### src/rtl/gs_mem_arbiter.sv
// -----------------------------------------------------------------------------
// gs_mem_arbiter
//
// Shares the single req/gnt/rvalid memory port of the GoldenSnitch core between
// the instruction-fetch unit (IF) and the load/store unit (LSU). Only one
// transaction may be outstanding at a time. The LSU normally wins so that
// load-to-use stalls clear quickly. A streak limiter hands the next contested
// grant to IF after MAX_LSU_STREAK back-to-back LSU grants, so IF cannot starve.
// A flush from the controller squashes the response of an in-flight IF fetch.
//
// Optional feature (macro GS_MEM_ARB_PERF_EN): adds two free-running 32-bit
// performance counters, perf_conflict_o and perf_if_wait_o. With the macro
// undefined the ports and counters do not exist.
//
// Ports:
//   clk, rst          clock; asynchronous active-low reset
//   if_req_i/addr_i   IF read request and address
//   if_gnt_o          IF request accepted by memory
//   if_rvalid_o       IF read data valid (suppressed after a flush)
//   flush_if_i        squash the in-flight IF response
//   lsu_req_i/we_i/be_i/addr_i/wdata_i   LSU request and payload
//   lsu_gnt_o         LSU request accepted by memory
//   lsu_rvalid_o      LSU response valid (reads and writes)
//   rdata_o           mem_rdata_i broadcast, qualified by the *_rvalid_o
//   mem_*_o           request side of the shared memory port
//   mem_gnt_i, mem_rvalid_i, mem_rdata_i  response side of the memory port
//   busy_o            a transaction is pending or outstanding
//   perf_conflict_o   (perf build) idle cycles with both requests high
//   perf_if_wait_o    (perf build) cycles IF waits without ownership or grant
// -----------------------------------------------------------------------------
module gs_mem_arbiter #(
  parameter int unsigned MAX_LSU_STREAK = 4,
  parameter int unsigned ADDR_W         = 32,
  parameter int unsigned DATA_W         = 32
) (
  input  logic                clk,
  input  logic                rst,
  input  logic                if_req_i,
  input  logic [ADDR_W-1:0]   if_addr_i,
  output logic                if_gnt_o,
  output logic                if_rvalid_o,
  input  logic                flush_if_i,
  input  logic                lsu_req_i,
  input  logic                lsu_we_i,
  input  logic [DATA_W/8-1:0] lsu_be_i,
  input  logic [ADDR_W-1:0]   lsu_addr_i,
  input  logic [DATA_W-1:0]   lsu_wdata_i,
  output logic                lsu_gnt_o,
  output logic                lsu_rvalid_o,
  output logic [DATA_W-1:0]   rdata_o,
  output logic                mem_req_o,
  output logic                mem_we_o,
  output logic [DATA_W/8-1:0] mem_be_o,
  output logic [ADDR_W-1:0]   mem_addr_o,
  output logic [DATA_W-1:0]   mem_wdata_o,
  input  logic                mem_gnt_i,
  input  logic                mem_rvalid_i,
  input  logic [DATA_W-1:0]   mem_rdata_i,
  output logic                busy_o
`ifdef GS_MEM_ARB_PERF_EN
  ,
  output logic [31:0]         perf_conflict_o,
  output logic [31:0]         perf_if_wait_o
`endif
);

  localparam logic [3:0] STREAK_MAX = 4'(MAX_LSU_STREAK);

  typedef enum logic [1:0] {
    ST_IDLE,
    ST_HOLD,
    ST_WAIT_RESP
  } state_e;

  typedef enum logic [1:0] {
    OWN_NONE,
    OWN_IF,
    OWN_LSU
  } owner_e;

  state_e     state_q, state_d;
  owner_e     owner_q, owner_d;
  logic [3:0] streak_q, streak_d;
  logic       drop_q, drop_d;

  logic       sel_if;
  logic       sel_lsu;
  logic       streak_limit;
  logic       resp_valid;

  // Pick which requester drives the memory port this cycle. In IDLE the
  // choice is made fresh; in HOLD the owner stays locked so a higher-priority
  // request cannot steal a request the memory has already seen. The reset
  // term keeps every request output quiet while rst is held low.
  always_comb begin
    sel_if       = 1'b0;
    sel_lsu      = 1'b0;
    streak_limit = if_req_i && (streak_q == STREAK_MAX);
    if (rst) begin
      case (state_q)
        ST_IDLE: begin
          if (lsu_req_i && !streak_limit) begin
            sel_lsu = 1'b1;
          end else if (if_req_i) begin
            sel_if = 1'b1;
          end
        end
        ST_HOLD: begin
          sel_lsu = (owner_q == OWN_LSU);
          sel_if  = (owner_q == OWN_IF);
        end
        default: ;
      endcase
    end
  end

  // Memory port mux. IF fetches are always full-width reads.
  always_comb begin
    mem_req_o   = sel_if || sel_lsu;
    mem_we_o    = 1'b0;
    mem_be_o    = '0;
    mem_addr_o  = '0;
    mem_wdata_o = '0;
    if (sel_lsu) begin
      mem_we_o    = lsu_we_i;
      mem_be_o    = lsu_be_i;
      mem_addr_o  = lsu_addr_i;
      mem_wdata_o = lsu_wdata_i;
    end else if (sel_if) begin
      mem_be_o   = '1;
      mem_addr_o = if_addr_i;
    end
  end

  // Grants pass straight through from memory to the selected requester.
  // Responses are only honoured while a granted transaction is outstanding;
  // an IF response is dropped if a flush arrived earlier or arrives now.
  always_comb begin
    if_gnt_o     = sel_if && mem_gnt_i;
    lsu_gnt_o    = sel_lsu && mem_gnt_i;
    resp_valid   = rst && (state_q == ST_WAIT_RESP) && mem_rvalid_i;
    lsu_rvalid_o = resp_valid && (owner_q == OWN_LSU);
    if_rvalid_o  = resp_valid && (owner_q == OWN_IF) && !drop_q && !flush_if_i;
    rdata_o      = mem_rdata_i;
    busy_o       = (state_q != ST_IDLE);
  end

  // Next-state logic for the transaction FSM, the squash flag and the
  // LSU streak counter.
  always_comb begin
    state_d  = state_q;
    owner_d  = owner_q;
    streak_d = streak_q;
    drop_d   = drop_q;

    case (state_q)
      ST_IDLE: begin
        if (sel_if || sel_lsu) begin
          owner_d = sel_lsu ? OWN_LSU : OWN_IF;
          drop_d  = 1'b0;
          state_d = mem_gnt_i ? ST_WAIT_RESP : ST_HOLD;
        end
      end
      ST_HOLD: begin
        if ((owner_q == OWN_IF) && flush_if_i) begin
          drop_d = 1'b1;
        end
        if (mem_gnt_i) begin
          state_d = ST_WAIT_RESP;
        end
      end
      ST_WAIT_RESP: begin
        if ((owner_q == OWN_IF) && flush_if_i) begin
          drop_d = 1'b1;
        end
        if (mem_rvalid_i) begin
          state_d = ST_IDLE;
          owner_d = OWN_NONE;
          drop_d  = 1'b0;
        end
      end
      default: begin
        state_d = ST_IDLE;
        owner_d = OWN_NONE;
      end
    endcase

    // The streak only grows while IF is actually being held off.
    if (lsu_gnt_o) begin
      if (if_req_i) begin
        streak_d = (streak_q == STREAK_MAX) ? STREAK_MAX : streak_q + 4'd1;
      end else begin
        streak_d = 4'd0;
      end
    end else if (if_gnt_o) begin
      streak_d = 4'd0;
    end
  end

  // State registers.
  always_ff @(posedge clk or negedge rst) begin
    if (!rst) begin
      state_q  <= ST_IDLE;
      owner_q  <= OWN_NONE;
      streak_q <= 4'd0;
      drop_q   <= 1'b0;
    end else begin
      state_q  <= state_d;
      owner_q  <= owner_d;
      streak_q <= streak_d;
      drop_q   <= drop_d;
    end
  end

`ifdef GS_MEM_ARB_PERF_EN
  logic [31:0] perf_conflict_q, perf_conflict_d;
  logic [31:0] perf_if_wait_q, perf_if_wait_d;

  // Conflict: both units asking during an arbitration cycle. IF wait: IF is
  // asking but neither owns the port nor receives a grant this cycle.
  always_comb begin
    perf_conflict_d = perf_conflict_q;
    perf_if_wait_d  = perf_if_wait_q;
    if ((state_q == ST_IDLE) && if_req_i && lsu_req_i) begin
      perf_conflict_d = perf_conflict_q + 32'd1;
    end
    if (if_req_i && (owner_q != OWN_IF) && !if_gnt_o) begin
      perf_if_wait_d = perf_if_wait_q + 32'd1;
    end
  end

  // Counter registers; they wrap naturally on overflow.
  always_ff @(posedge clk or negedge rst) begin
    if (!rst) begin
      perf_conflict_q <= 32'd0;
      perf_if_wait_q  <= 32'd0;
    end else begin
      perf_conflict_q <= perf_conflict_d;
      perf_if_wait_q  <= perf_if_wait_d;
    end
  end

  assign perf_conflict_o = perf_conflict_q;
  assign perf_if_wait_o  = perf_if_wait_q;
`endif

endmodule

### config.mk
export PLATFORM = sky130hd
export DESIGN_NAME = gs_mem_arbiter
export DESIGN_NICKNAME = d
export VERILOG_FILES = /design/src/rtl/gs_mem_arbiter.sv
export SDC_FILE = /design/constraint.sdc
export NUM_CORES = 1
export LEC_CHECK = 0
export ABC_AREA = 1
export ABC_CLOCK_PERIOD_IN_PS = 1700
export BUFFER_PORTS_ARGS = -buffer_cell sky130_fd_sc_hd__buf_4
export CORE_AREA = 2 2 94 96
export DETAILED_ROUTE_END_ITERATION = 8
export DIE_AREA = 0 0 96 98
export GPL_ROUTABILITY_DRIVEN = 0
export GPL_TIMING_DRIVEN = 0
export SYNTH_ARGS = -nofsm -noshare
export SYNTH_HDL_FRONTEND = slang
export SYNTH_SLANG_ARGS = --single-unit
### constraint.sdc
create_clock -name clk -period 1.7 [get_ports clk]
set_input_delay 0.085 -clock clk [delete_from_list [all_inputs] [get_ports clk]]
set_output_delay 0.085 -clock clk [all_outputs]
set_load 0.02 [all_outputs]
=== Word-level counts from Yosys, hierarchy flattened ===
Cells that the tools add are included.

* Bits in registers: 9
* Bits of input ports: 140

* Add/subtract/negate cells: 1
* Eq/ne operators: 8
* Multiplexer cells: 29
* Bitwise logic cells: 1
* Reduce and logical (&&, ||, !) cells: 22

{| class="wikitable"
|+ Operator list
! kind !! number
|-
| $mux 32 || 3
|-
| $mux 4 || 6
|-
| $mux 2 || 6
|-
| $pmux 2 s3 || 2
|-
| $logic_and 1x1->1 || 11
|-
| $mux 1 || 9
|-
| $ne 2x2->1 const B || 3
|-
| $reduce_and 3->1 || 2
|-
| $add 4x1->4 const B || 1
|-
| $eq 2x1->1 const B || 2
|-
| $eq 2x2->1 const B || 2
|-
| $eq 4x3->1 const B || 1
|-
| $pmux 1 s2 || 2
|-
| $reduce_bool 2->1 || 2
|-
| $logic_not 1->1 || 3
|-
| $pmux 1 s3 || 1
|-
| $reduce_bool 3->1 || 1
|-
| $logic_not 2->1 || 1
|-
| $reduce_and 2->1 || 1
|-
| $logic_or 1x1->1 || 1
|-
| $not 1->1 || 1
|}

=== Longest topological paths before layout ===
* Depth after elaboration: 10
* Depth in mapped cells: 11

=== Worst setup path before layout ===
No wires, ideal clock.

* Path kind: register -> output
* From: register state_q[0]
* To: output mem_wdata_o[0]
* Arrival time: 1639 ps
* Data required time: 1615 ps
* Setup slack: -24 ps
* Cell stages (with the launch flop): 9
* Path buffers: 2
* Cell sequence: dfrtp_1 -> inv_1 -> ha_1 -> nand3_2 -> nand2_4 -> nand2_2 -> buf_12 -> buf_2 -> nor2_1

* Word-level cells in the longest chain between the ends: 4

{| class="wikitable"
|+ Ends and longest elaborated chain
! element !! RTL line !! text
|-
| start, declared || 81 || <nowiki>state_e state_q, state_d;</nowiki>
|-
| start signal, assigned || 208 || <nowiki>state_q <= state_d;</nowiki>
|-
| $eq 2x1->1 / $logic_not 2->1 (equally long branches) || 100 || <nowiki>case (state_q)</nowiki>
|-
| $pmux 1 s2 * || 100 ||
|-
| $mux 1 * || 99 || <nowiki>if (rst) begin</nowiki>
|-
| $mux 32 * || 124 || <nowiki>if (sel_lsu) begin</nowiki>
|-
| end, declared || 55 || <nowiki>output logic [DATA_W-1:0] mem_wdata_o,</nowiki>
|}

Mark *: on every way between the ends. The rest lies on a longest branch, timed or not.

=== Worst setup path in the final report ===
* From: register streak_q[0]
* To: output mem_addr_o[4]

* Word-level cells in the longest chain between the ends: 9

{| class="wikitable"
|+ Ends and longest elaborated chain
! element !! RTL line !! text
|-
| start, declared || 83 || <nowiki>logic [3:0] streak_q, streak_d;</nowiki>
|-
| start signal, assigned || 210 || <nowiki>streak_q <= streak_d;</nowiki>
|-
| $eq 4x3->1 * || 98 || <nowiki>streak_limit = if_req_i && (streak_q == STREAK_MAX);</nowiki>
|-
| $logic_and 1x1->1 * || 98 ||
|-
| $logic_not 1->1 * || 102 || <nowiki>if (lsu_req_i && !streak_limit) begin</nowiki>
|-
| $logic_and 1x1->1 * || 102 ||
|-
| $mux 1 || 102 ||
|-
| $pmux 1 s2 || 100 ||
|-
| $mux 1 || 99 ||
|-
| $mux 32 || 129 || <nowiki>end else if (sel_if) begin</nowiki>
|-
| $mux 32 * || 124 ||
|-
| end, declared || 54 || <nowiki>output logic [ADDR_W-1:0] mem_addr_o,</nowiki>
|}

Marked as above.

==> results.txt <==
- After synthesis the netlist holds a flip-flop and latch count of 9.
* Met3 track demand over resource: 0.0231
- Slew HR: 0.715
* Post-synthesis to final-layout area growth: 144%
- FMAX: between 500 and 600 MHz
* Total number of yosys warnings: 0
- Post-route core utilization: 0.488
- Status: finished with violations
- After layout, the design draws a total of 3.41 mW.
- The clock arrives with 0.00667 ns of skew.
- The top cell types in the final layout, fill and taps aside, are 219 x buf_4, 86 x nand2_1, 53 x buf_6.
- Port buffering added 214 buffers.
* Power per unit of standard cell area: 824 nW/µm²
- Top delay family on crit path: buffers and inverters
- At the later pin of the worst-skew pair, clock insertion delay measures 0.24 ns.
* Ratio of cells with drive above 1 in the final layout: 0.658
* Violations in the final reports: negative setup slack
- Startpoint-to-endpoint class of the critical path: reg -> out
* Element type at the critical path end: primary output
- Data on the critical path is required at its endpoint by roughly 1.6 ns.
- Effective utilization at floorplan: 0.200
* Area of the die: 9410 µm²
* Number of antenna violations at the first check in global routing: 0
- For this run, global-route usage on met2 was measured as 0.300.
- Counting along the longest clock path gives a buffer depth of 2.
* Sequential share of the synthesized area: 0.133
- Summing over every cut layer, the via total after detailed routing is 2,606.
- For this block, the initial DRC count from the detailed router was 57.
* Maximum vdd drop: 777 µV
* Least-Margin Pin Slew: approximately 0.43 ns
- Setup Viol. Count Final: 71
* Total core area: 8470 µm²
- Post-placement setup slack: -0.225 ns
* Most frequent standard cell in the layout excluding fill and tap cells: buf_4
- The first global-routing pass estimated about 12 mm of wire.
* Overall fraction of global-route tracks in use: 0.152
* Final standard cell area without fillers: 4130 µm²
* Top Ports: 247
- The netlist uses 25 different library cells.
* Pin count of the biggest net entering global routing: 13
- The cell count after synthesis came out at around 310.
- Global Route met1 Usage: 0.165
- In the finished design, the share of the clock period the worst path needs comes to 1.15.
- Mean instance size in the synthesized netlist: 5.53 µm²
* Cell with the largest stage delay on the worst path: dfrtp_1
* Count of H-tree levels built during CTS: 1
- The cell sitting at the root of the clock tree is a clkbuf_8.
- Detailed-placement wirelength estimate: 6.47 mm
- Class of the tightest hold or removal check: in -> reg
- Average vias per placed instance: approximately 4.0
- Leakage: about 2.5 nW
- Number of clock buffers inserted by TritonCTS: 3
- Die extent in x: around 96 µm
- TNS Setup: -11.11 ns
- The number of nets handed over by synthesis was 451.
- Total overflow reported by the global router: 0
- The pre-antenna-repair detailed-routing pass consisted of 6 iterations.
- Top fanout value on the critical path: 5
- Clock Sinks: 9
* Cells along the critical path: inv_2 -> ha_4 -> nand4_4 -> nand3_2 -> nand2_4 -> buf_12 -> nor2_8 -> buf_6 -> buf_8 -> nand2_2 -> nand2_2 -> buf_6
* Min Tclk post-route: 1.95 ns
- Min setup slack post-route: -0.248 ns
* Area post-placement: 3430 µm²
* Final-report hold violation count: 0
* Summed instance area of the synthesized netlist: 1690 µm²
- At the worst endpoint, the arrival time is 1.86 ns.
* Category of the worst setup path launch point: register
- Unrepaired setup endpoints after global routing: yes
- Number of antenna cells inserted: 0
* TritonCTS clock tree: yes
* Vias in the first global route: 2,450
- The layer flagged by global routing as most heavily used is met2.
* Maxcap violations: 0
* Antenna viol nets, final: 0
- Wire length reported by the detailed router: 8.29 mm
- The critical path contains buffers and inverters numbering 5 combined.
- The final layout contains ~690 nets.
- Remaining design rule violation count: 0
* Fin. max-slew vios: 0
* CTS clk-pin slew, worst paths: 0.05 ns
- The largest single stage delay on the critical path is 0.38 ns.
- In the final routed layout, each cell accounts on average for about 13 µm.
- Vertical extent of the die: 98 µm
- The initialized floorplan defines 34 standard-cell rows.
[state kept, by name (all words and copies together), names as in the netlist]
signal    cells
streak_q      4
owner_q       2
drop_q        1
state_q       2
[synth_stat cells]
cell / n / area (µm²)
nand2_1: 132 / 495
inv_1: 46 / 173
buf_4: 35 / 263
nor2_1: 35 / 131
dfrtp_1: 9 / 225
nand3_1: 8 / 40.0
ha_1: 5 / 62.6
nand2_2: 4 / 25.0
nand4_1: 4 / 25.0
o21ai_0: 4 / 20.0
buf_2: 3 / 15.0
buf_6: 3 / 33.8
nand2_4: 3 / 33.8
a21oi_1: 2 / 10.0
nor2_8: 2 / 40.0
nor3_1: 2 / 10.0
buf_12: 1 / 20.0
inv_2: 1 / 3.75
nand3_2: 1 / 10.0
nand3_4: 1 / 17.5
nand4_2: 1 / 12.5
nor4_1: 1 / 6.26
o21ai_1: 1 / 5.00
or2_2: 1 / 6.26
xor2_1: 1 / 8.76
[logic make-up (layout without fill, tap and decap cells)]
logic type,Yosys count,count (layout),synth area share
buffers and inverters,89,329,0.300
xor gates and xnor gates,1,1,0.00517
and+or+nand+nor,195,195,0.504
AOI/OAI and AO/OA,7,7,0.0207
DFF,9,9,0.133
adders and majority gates,5,5,0.0370
[layout make-up]
cell class / instances / area, µm²
fillers: 855 / 4330
well taps: 108 / 135
inverters: 47 / 179
flip-flops and latches: 9 / 225
multi-input cells: 208 / 1210
clock buffers: 4 / 45.0
plain buffers: 42 / 358
repair buffers: 236 / 1980
[worst paths after layout]
path                             start  slack (ns)            end  cells past startpoint
min in group asynchronous          rst        0.23         drop_q                      2
min                           if_req_i        0.15    streak_q[2]                      3
max in group asynchronous          rst        1.30    streak_q[1]                      2
max                        streak_q[0]       -0.25  mem_addr_o[4]                     12
min reg2reg                 owner_q[1]        0.47     owner_q[1]                      2
max reg2reg                 state_q[0]        0.05     state_q[0]                     11
[worst register-to-register path, delay by kind of cell (launching register included)]
family / cells / cell delay, ns
adder cells (fa/ha/maj): 1 / 0.14
AND/OR/NAND/NOR: 7 / 0.58
flip-flops: 1 / 0.43
buffers and inverters: 3 / 0.39
[routing by layer]
layer  part of all wire  vias up  routed length, µm
met5                  0        -                  0
met3              0.080        9                665
met2               0.55      100               4570
met1               0.36     1150               2950
li1                   -     1347                  -
met4              0.012        0                 99
[report_power, final]
group | switching (mW) | total [mW] | leakage (nW) | internal, mW
clock | 0.0864 | 0.250 | 0.0228 | 0.164
sequential | 0.0616 | 0.339 | 0.121 | 0.278
combinational | 1.45 | 2.82 | 2.31 | 1.37
total | 1.60 | 3.41 | 2.46 | 1.81
[what timing repair did]
| action | CTS | global route |
|---|---|---|
| pin swaps | 11 | 24 |
| setup endpoints to repair | 81 | 82 |
| hold buffers | 1 | 0 |
| resized for setup | 63 | 84 |
| hold endpoints to repair | 9 | 0 |
| setup buffers | 15 | 4 |
| cloned | 3 | 0 |
[metrics by stage]
| step | std cells | hold slack [ns] |
|---|---|---|
| CTS | 651 | 0.158 |
| detailed placement | 628 | -0.0594 |
| global route | 654 | 0.164 |
| floorplan | 306 | -0.211 |
| global placement | 628 | -0.0614 |
| finish | 654 | 0.152 |
Note: power is estimated with default switching activity, not from simulation.
